## src/rtl/i2c_slave_regfile.sv

```systemverilog
// I2C slave exposing a bank of 8-bit registers.
// The master writes a register pointer, then data bytes that auto-increment
// the pointer. A repeated START with R/W=1 reads back from the current pointer.
// A local read port gives the rest of the chip combinational access to the bank.
module i2c_slave_regfile #(
    parameter logic [6:0] SLAVE_ADDR  = 7'h3C,
    parameter int         DEPTH       = 16,
    parameter int         SYNC_STAGES = 2,
    localparam int        AW          = $clog2(DEPTH)
) (
    input  logic          PCLK,
    input  logic          PRESETn,
    input  logic          scl_i,
    input  logic          sda_i,
    output logic          sda_oe,
    input  logic [AW-1:0] rd_addr,
    output logic [7:0]    rd_data,
    output logic          wr_strobe,
    output logic [AW-1:0] wr_addr,
    output logic [7:0]    wr_data,
    output logic          busy
);

    localparam logic [3:0] ST_IDLE      = 4'd0;
    localparam logic [3:0] ST_ADDR      = 4'd1;
    localparam logic [3:0] ST_ADDR_ACK  = 4'd2;
    localparam logic [3:0] ST_PTR       = 4'd3;
    localparam logic [3:0] ST_PTR_ACK   = 4'd4;
    localparam logic [3:0] ST_WDATA     = 4'd5;
    localparam logic [3:0] ST_WDATA_ACK = 4'd6;
    localparam logic [3:0] ST_RDATA     = 4'd7;
    localparam logic [3:0] ST_RDATA_ACK = 4'd8;
    localparam logic [3:0] ST_IGNORE    = 4'd9;

    logic [SYNC_STAGES-1:0] r_scl_sync;
    logic [SYNC_STAGES-1:0] r_sda_sync;
    logic                   r_scl_d;
    logic                   r_sda_d;

    logic [3:0]    r_state;
    logic [3:0]    r_bit_cnt;
    logic [7:0]    r_shift;
    logic [AW-1:0] r_ptr;
    logic          r_rw;
    logic          r_ack_on;
    logic          r_mnack;
    logic          r_sda_oe;
    logic          r_wr_strobe;
    logic [AW-1:0] r_wr_addr;
    logic [7:0]    r_wr_data;
    logic          r_busy;
    logic [7:0]    r_regs [DEPTH];

    logic          w_scl;
    logic          w_sda;
    logic          w_scl_rise;
    logic          w_scl_fall;
    logic          w_start;
    logic          w_stop;
    logic [7:0]    w_byte;

    assign w_scl      = r_scl_sync[SYNC_STAGES-1];
    assign w_sda      = r_sda_sync[SYNC_STAGES-1];
    assign w_scl_rise = w_scl & ~r_scl_d;
    assign w_scl_fall = ~w_scl & r_scl_d;
    // SCL must be high on both sides of the SDA edge so that an SDA change
    // racing an SCL fall through the synchronisers is never taken as START/STOP.
    assign w_start    = w_scl & r_scl_d & r_sda_d & ~w_sda;
    assign w_stop     = w_scl & r_scl_d & ~r_sda_d & w_sda;
    // Byte as it stands once the bit on the current SCL rise is shifted in.
    assign w_byte     = {r_shift[6:0], w_sda};

    assign sda_oe    = r_sda_oe;
    assign wr_strobe = r_wr_strobe;
    assign wr_addr   = r_wr_addr;
    assign wr_data   = r_wr_data;
    assign busy      = r_busy;
    assign rd_data   = r_regs[rd_addr];

    // Synchronise the bus lines and keep one cycle of history for edge detection.
    always_ff @(posedge PCLK or negedge PRESETn) begin
        if (!PRESETn) begin
            r_scl_sync <= '1;
            r_sda_sync <= '1;
            r_scl_d    <= 1'b1;
            r_sda_d    <= 1'b1;
        end else begin
            // NOTE: non-blocking assignments make every flop sample the
            // pre-edge value, so the chain shifts one stage per clock.
            r_scl_sync <= {r_scl_sync[SYNC_STAGES-2:0], scl_i};
            r_sda_sync <= {r_sda_sync[SYNC_STAGES-2:0], sda_i};
            r_scl_d    <= w_scl;
            r_sda_d    <= w_sda;
        end
    end

    // Protocol FSM, pointer, register bank and write strobe.
    always_ff @(posedge PCLK or negedge PRESETn) begin
        if (!PRESETn) begin
            r_state     <= ST_IDLE;
            r_bit_cnt   <= 4'd0;
            r_shift     <= 8'h00;
            r_ptr       <= '0;
            r_rw        <= 1'b0;
            r_ack_on    <= 1'b0;
            r_mnack     <= 1'b0;
            r_sda_oe    <= 1'b0;
            r_wr_strobe <= 1'b0;
            r_wr_addr   <= '0;
            r_wr_data   <= 8'h00;
            r_busy      <= 1'b0;
            // NOTE: the bank is reset explicitly because the local read port
            // must show 00 after reset; this keeps it in flops, not RAM.
            for (int i = 0; i < DEPTH; i++) begin
                r_regs[i] <= 8'h00;
            end
        end else begin
            r_wr_strobe <= 1'b0;
            if (w_stop) begin
                r_state   <= ST_IDLE;
                r_sda_oe  <= 1'b0;
                r_busy    <= 1'b0;
                r_bit_cnt <= 4'd0;
                r_ack_on  <= 1'b0;
            end else if (w_start) begin
                r_state   <= ST_ADDR;
                r_sda_oe  <= 1'b0;
                r_bit_cnt <= 4'd0;
                r_ack_on  <= 1'b0;
            end else begin
                case (r_state)
                    ST_ADDR: begin
                        if (w_scl_rise) begin
                            r_shift   <= w_byte;
                            r_bit_cnt <= r_bit_cnt + 4'd1;
                            if (r_bit_cnt == 4'd7) begin
                                r_bit_cnt <= 4'd0;
                                if (w_byte[7:1] == SLAVE_ADDR) begin
                                    r_rw    <= w_byte[0];
                                    r_state <= ST_ADDR_ACK;
                                end else begin
                                    r_state <= ST_IGNORE;
                                    r_busy  <= 1'b0;
                                end
                            end
                        end
                    end
                    ST_ADDR_ACK: begin
                        if (w_scl_fall) begin
                            if (!r_ack_on) begin
                                r_sda_oe <= 1'b1;
                                r_ack_on <= 1'b1;
                                r_busy   <= 1'b1;
                            end else begin
                                r_ack_on <= 1'b0;
                                if (r_rw) begin
                                    // First read bit goes out on this same fall.
                                    r_state  <= ST_RDATA;
                                    r_shift  <= r_regs[r_ptr];
                                    r_sda_oe <= ~r_regs[r_ptr][7];
                                end else begin
                                    r_state  <= ST_PTR;
                                    r_sda_oe <= 1'b0;
                                end
                            end
                        end
                    end
                    ST_PTR: begin
                        if (w_scl_rise) begin
                            r_shift   <= w_byte;
                            r_bit_cnt <= r_bit_cnt + 4'd1;
                            if (r_bit_cnt == 4'd7) begin
                                r_bit_cnt <= 4'd0;
                                r_ptr     <= w_byte[AW-1:0];
                                r_state   <= ST_PTR_ACK;
                            end
                        end
                    end
                    ST_WDATA: begin
                        if (w_scl_rise) begin
                            r_shift   <= w_byte;
                            r_bit_cnt <= r_bit_cnt + 4'd1;
                            if (r_bit_cnt == 4'd7) begin
                                r_bit_cnt     <= 4'd0;
                                r_regs[r_ptr] <= w_byte;
                                r_wr_strobe   <= 1'b1;
                                r_wr_addr     <= r_ptr;
                                r_wr_data     <= w_byte;
                                r_ptr         <= r_ptr + AW'(1);
                                r_state       <= ST_WDATA_ACK;
                            end
                        end
                    end
                    ST_PTR_ACK, ST_WDATA_ACK: begin
                        if (w_scl_fall) begin
                            if (!r_ack_on) begin
                                r_sda_oe <= 1'b1;
                                r_ack_on <= 1'b1;
                            end else begin
                                r_ack_on <= 1'b0;
                                r_sda_oe <= 1'b0;
                                r_state  <= ST_WDATA;
                            end
                        end
                    end
                    ST_RDATA: begin
                        if (w_scl_rise) begin
                            r_bit_cnt <= r_bit_cnt + 4'd1;
                        end else if (w_scl_fall) begin
                            if (r_bit_cnt == 4'd8) begin
                                r_bit_cnt <= 4'd0;
                                r_sda_oe  <= 1'b0;
                                r_ptr     <= r_ptr + AW'(1);
                                r_state   <= ST_RDATA_ACK;
                            end else begin
                                r_sda_oe <= ~r_shift[6];
                                r_shift  <= {r_shift[6:0], 1'b0};
                            end
                        end
                    end
                    ST_RDATA_ACK: begin
                        if (w_scl_rise) begin
                            r_mnack <= w_sda;
                        end else if (w_scl_fall) begin
                            if (r_mnack) begin
                                r_state  <= ST_IGNORE;
                                r_sda_oe <= 1'b0;
                            end else begin
                                r_state  <= ST_RDATA;
                                r_shift  <= r_regs[r_ptr];
                                r_sda_oe <= ~r_regs[r_ptr][7];
                            end
                        end
                    end
                    ST_IDLE, ST_IGNORE: begin
                        r_sda_oe <= 1'b0;
                    end
                    default: begin
                        r_state  <= ST_IDLE;
                        r_sda_oe <= 1'b0;
                    end
                endcase
            end
        end
    end

endmodule
```

## config.mk

```make
export PLATFORM = sky130hd
export DESIGN_NAME = i2c_slave_regfile
export DESIGN_NICKNAME = d
export VERILOG_FILES = /design/src/rtl/i2c_slave_regfile.sv
export SDC_FILE = /design/constraint.sdc
export NUM_CORES = 1
export LEC_CHECK = 0
export BUFFER_PORTS_ARGS = -buffer_cell sky130_fd_sc_hd__buf_2
export CORE_ASPECT_RATIO = 0.5
export CORE_MARGIN = 2
export CORE_UTILIZATION = 50
export DETAILED_ROUTE_END_ITERATION = 8
export PLACE_DENSITY = 0.62
export SETUP_SLACK_MARGIN = 0.4
export SLEW_MARGIN = 30
export SYNTH_ARGS = -nofsm -noshare
export SYNTH_HDL_FRONTEND = slang
export SYNTH_SLANG_ARGS = --single-unit
export TNS_END_PERCENT = 10
```

## constraint.sdc

```tcl
create_clock -name PCLK -period 5 [get_ports PCLK]
set_clock_uncertainty 0.05 [all_clocks]
set_input_delay 1.5 -clock PCLK [delete_from_list [all_inputs] [get_ports PCLK]]
set_output_delay 1.5 -clock PCLK [all_outputs]
set_load 0.05 [all_outputs]
```

After elaboration in Yosys (flattened, before gate mapping) --
Index checks and enable logic that the tools add are counted.
Storage, ports and cells: register bits after elaboration 171, input port bits 8, word-level logic and storage cells 216
Operators by class: add/sub/neg operators 2, order comparisons 3, eq/ne operators 53, mux-type cells 87, bitwise logic cells 17, reduce and logical (&&, ||, !) cells 22
Operators with widths (number):
- $mux W4 | 33
- $bwmux W128 | 1
- $mux W7 | 10
- $bmux W8 S4 | 2
- $ne A4 B4 Y1 const B | 15
- $mux W8 | 5
- $demux W8 S4 | 1
- $pmux W4 S8 | 1
- $mux W1 | 28
- $ne A2 B2 Y1 const B | 14
- $pmux W7 S4 | 1
- $eq A4 B3 Y1 const B | 5
- $ne A3 B3 Y1 const B | 6
- $reduce_and A16 Y1 | 1
- $reduce_and A7 Y1 | 2
- $reduce_and A13 Y1 | 1
- $eq A4 B4 Y1 const B | 3
- $pmux W4 S3 | 1
- $reduce_bool A3 Y1 | 4
- $ge A5 B5 Y1 const B | 2
- $ne A5 B5 Y1 const B | 2
- $not A4 Y5 | 2
- $reduce_and A10 Y1 | 1
- $add A4 B1 Y4 const B | 2
- other kinds (22) | 41

Logic depth before layout (Yosys ltp) --
word-level depth 11, depth in mapped cells 10

Least setup slack after synthesis --
OpenSTA, ideal clock, no wires.
path type input port to output port, start point input rd_addr[0], end point output rd_data[0], arrival 3.172 ns, required time 3.450 ns, setup slack 0.278 ns, stages 4, cell sequence clkbuf_1 buf_2 mux4_2 mux4_2
Between the ends: cells in the longest elaborated chain, start to end 4
RTL lines:
- from (decl) | line 16 | input logic [AW-1:0] rd_addr,
- $not A4 Y5 (implied by the code) | line 78 | assign rd_data = r_regs[rd_addr];
- $bmux W8 S4 | line 78
- $mux W8 (implied by the code) (2 in a row) | line 78
- to (decl) | line 17 | output logic [7:0] rd_data,
Every way passes these cells. The select of a mux whose other input is x is not followed.

Final worst setup path --
start point input rd_addr[0], end point output rd_data[5]
Same word-level chain as after synthesis.

==> results.cfg <==
[outcome]
status = finished, final reports clean

[logic_synthesis]
ys_async_sr_fraction = 1.00
yosysUniqueCellTypes = 54
synthMuxAreaShare = 0.356
synth_ff_type = dfrtp_1
synth_area_leaders = dfrtp_1 44%, mux4_2 17%, mux2_2 17%
synth-edff-count = 0
yosys.area_share.simple = 0.0897
synth_most_common_cell = dfrtp_1
ys_seq_elements = 171
ys_top_cells_by_count = 165 x dfrtp_1, 139 x mux2_2, 70 x mux4_2, 49 x nand2_1, 38 x clkbuf_1
synth_top_family_by_area = multiplexers
synthXorXnorAreaFrac = 0.000940
ys_seq_area_frac = 0.460
avgSynthCellArea_um2 = 13.4
synth_top_area_frac = 0.443
synthCells = 696
yosysWarnings = 0
yosysTopAreaCell = dfrtp_1
synth_area_um2 = 9310
synth_compound_area_frac = 0.0513
synth_fp_nets = 713
synthAdderAreaFrac = 0.0121

[clock_network]
postCtsSetupRepairBufs = 0
cts.sinks = 171
cts-buffers-inserted = 17
cts_root_buf = clkbuf_16
cts_tree = yes
clkLatencyLatePin_ns = 0.42
path_clk_slew_ns = 0.06
htree_levels = 4
clock_path_buffers = 2

[pwr]
switching_share = 0.354
internal_power_mw = 2.51
p_clk_frac = 0.326
share_comb_of_total_power = 0.214
powerDensity_nw_per_um2 = 375
leakage_nw = 4.79
finalPower_mw = 3.89
vdd_drop_max_v = 0.000250
p_seq_frac = 0.461
switchingPower_mw = 1.38

[grt]
gr-usage-all-layers = 0.261
grt_use_met1 = 0.394
grt_pass1_wl_mm = 37.6
top_usage_layer = met1
grt_overflow = 0
grt_pass1_vias = 6091
antenna_found_initial = 0
use_met2 = 0.392
grt_max_degree = 96
grt_use_met3 = 0.0505

[worst_setup_path]
cp.required_ns = 3.45
worst-r2r-cell-count = 6
worst_setup_path_start_kind = primary input
crit_fanout = 8
worstPathArrival_ns = 3.02
reg2reg_from = r_sda_sync[1]$_DFF_PN1_
regToRegSetupSlack_ns = 1.44
cp-end-kind = output port
path_class = primary input to output port
r2r-end = r_regs[6]$_DFFE_PN0P_

[placement]
dpl-instance-area_um2 = 9680
gp_congestion = 0.889
pre_cts_slack_ns = 0.328
portBuffers = 30
hpwl_mm = 14.7
numPlacedInstances = 925

[hold_path]
min_from = r_sda_sync[0]$_DFF_PN1_
whs_endpoint = r_sda_sync[1]$_DFF_PN1_
holdCritPathClass = flop to flop
min_path_cells = 0

[drt]
wl_per_cell_um = 24.9
drc = 0
vias = 6162
detail-route-antenna-nets = 0
drt_first_pass_iters = 5
routed_via_density = 6.41
routed_wl_mm = 24.0
drtIter0Drc = 451

[final_layout]
instances_no_fill = 961
layout-drive-gt1-share = 0.427
finalInstanceArea_um2 = 10400
antenna_cells = 0
syn2layout_area_growth_pct = 11.4
fillers = 1485
layout.nets = 725
final_util = 0.567

[timing]
slew_violations = 0
rsz0062_at_grt = true
setup_tns_ns = 0
max_freq_ghz = 0.219
setup_viol = 0
min_period_over_period = 0.914
whs_ns = 0.307
max-slew-margin-rel = 0.319
finalCriticalPeriod_ns = 4.57
worst_pin_slew_ns = 1.02
hold_viol_final = 0
fin_ws_ns = 0.428

[die]
fp.coreArea_um2 = 18300
ios = 31
die_y_um = 101
start_util = 0.509
die_area_um2 = 19800
row_count = 35
die_w_um = 197

[job]
cap_violations = 0
-- repair_timing --
item	CTS	global route
hold buffers	0	0
cloned	2	0
gates resized for setup	19	4
endpoints found under the setup margin	8	3
-- power by group through the flow --
stage	logic, mW	clock network, mW	registers [mW]
after floorplan	0.814	0	1.54
after CTS	0.831	1.29	1.78
after global placement	0.816	0	1.81
after detailed placement	0.820	0	1.81
final	0.833	1.27	1.79
after global routing	0.909	1.35	1.82
-- area by class of cell --
cell class	count	area (um2)	share of cell area
multi-input cells	457	4750	0.458
flip-flops and latches	171	4290	0.414
clock buffers	21	470	0.0453
repair buffers	44	414	0.0399
well taps	240	300	0.0289
clock inverters	11	86.3	0.00832
inverters	17	63.8	0.00615
-- layout by cell type, fill, tap and decap left out, drive strengths merged, types with 6 or more instances in the layout --
master / count
dfrtp: 165
mux2: 143
mux4: 70
nand2: 49
buf: 43
nor2: 26
o21ai: 25
clkbuf: 22
nand3: 20
a21oi: 20
inv: 19
nor3: 14
mux2i: 13
ha: 9
nand2b: 8
nor4b: 7
dfstp: 6
nand4: 6
-- cell families (layout without fill, tap and decap cells) --
kind of cell | count (synthesis) | after routing
AOI/OAI and AO/OA | 76 | 76
xor gates and xnor gates | 1 | 1
adders and majority gates | 9 | 9
buffers and inverters | 68 | 93
DFF | 171 | 171
muxes | 226 | 226
and+or+nand+nor | 145 | 145
-- metal layers --
layer  wire [um]  up-vias  part of all wire
met2       10800      176              0.45
met3        1280       28             0.053
li1            -     2668                 -
met5           0        -                 0
met4         351        0             0.015
met1       11500     3290              0.48
-- worst max-delay path, stage by stage --
cell    delay [ns]
buf_12        0.12
buf_12        0.15
mux4_2        0.52
mux4_2        0.53
buf_8         0.18
-- sequential cells by signal, indices dropped and copies added, names as in the netlist, 2 cells and up --
| signal | cells |
|---|---|
| r_ptr | 4 |
| wr_addr | 4 |
| r_scl_sync | 2 |
| wr_data | 8 |
| r_state | 4 |
| r_sda_sync | 2 |
| r_shift | 7 |
| r_bit_cnt | 4 |
| r_regs | 128 |
-- worst max path at each step --
stage / from / to / depth (start not counted)
2_1_floorplan: rd_addr[0] / rd_data[0] / 4
3_3_place_gp: rd_addr[0] / rd_data[5] / 5
3_5_place_dp: rd_addr[0] / rd_data[2] / 5
4_1_cts: rd_addr[0] / rd_data[2] / 5
5_1_grt: rd_addr[0] / rd_data[5] / 5
6_report: rd_addr[0] / rd_data[5] / 5
Note: power is estimated with default switching activity, not from simulation.
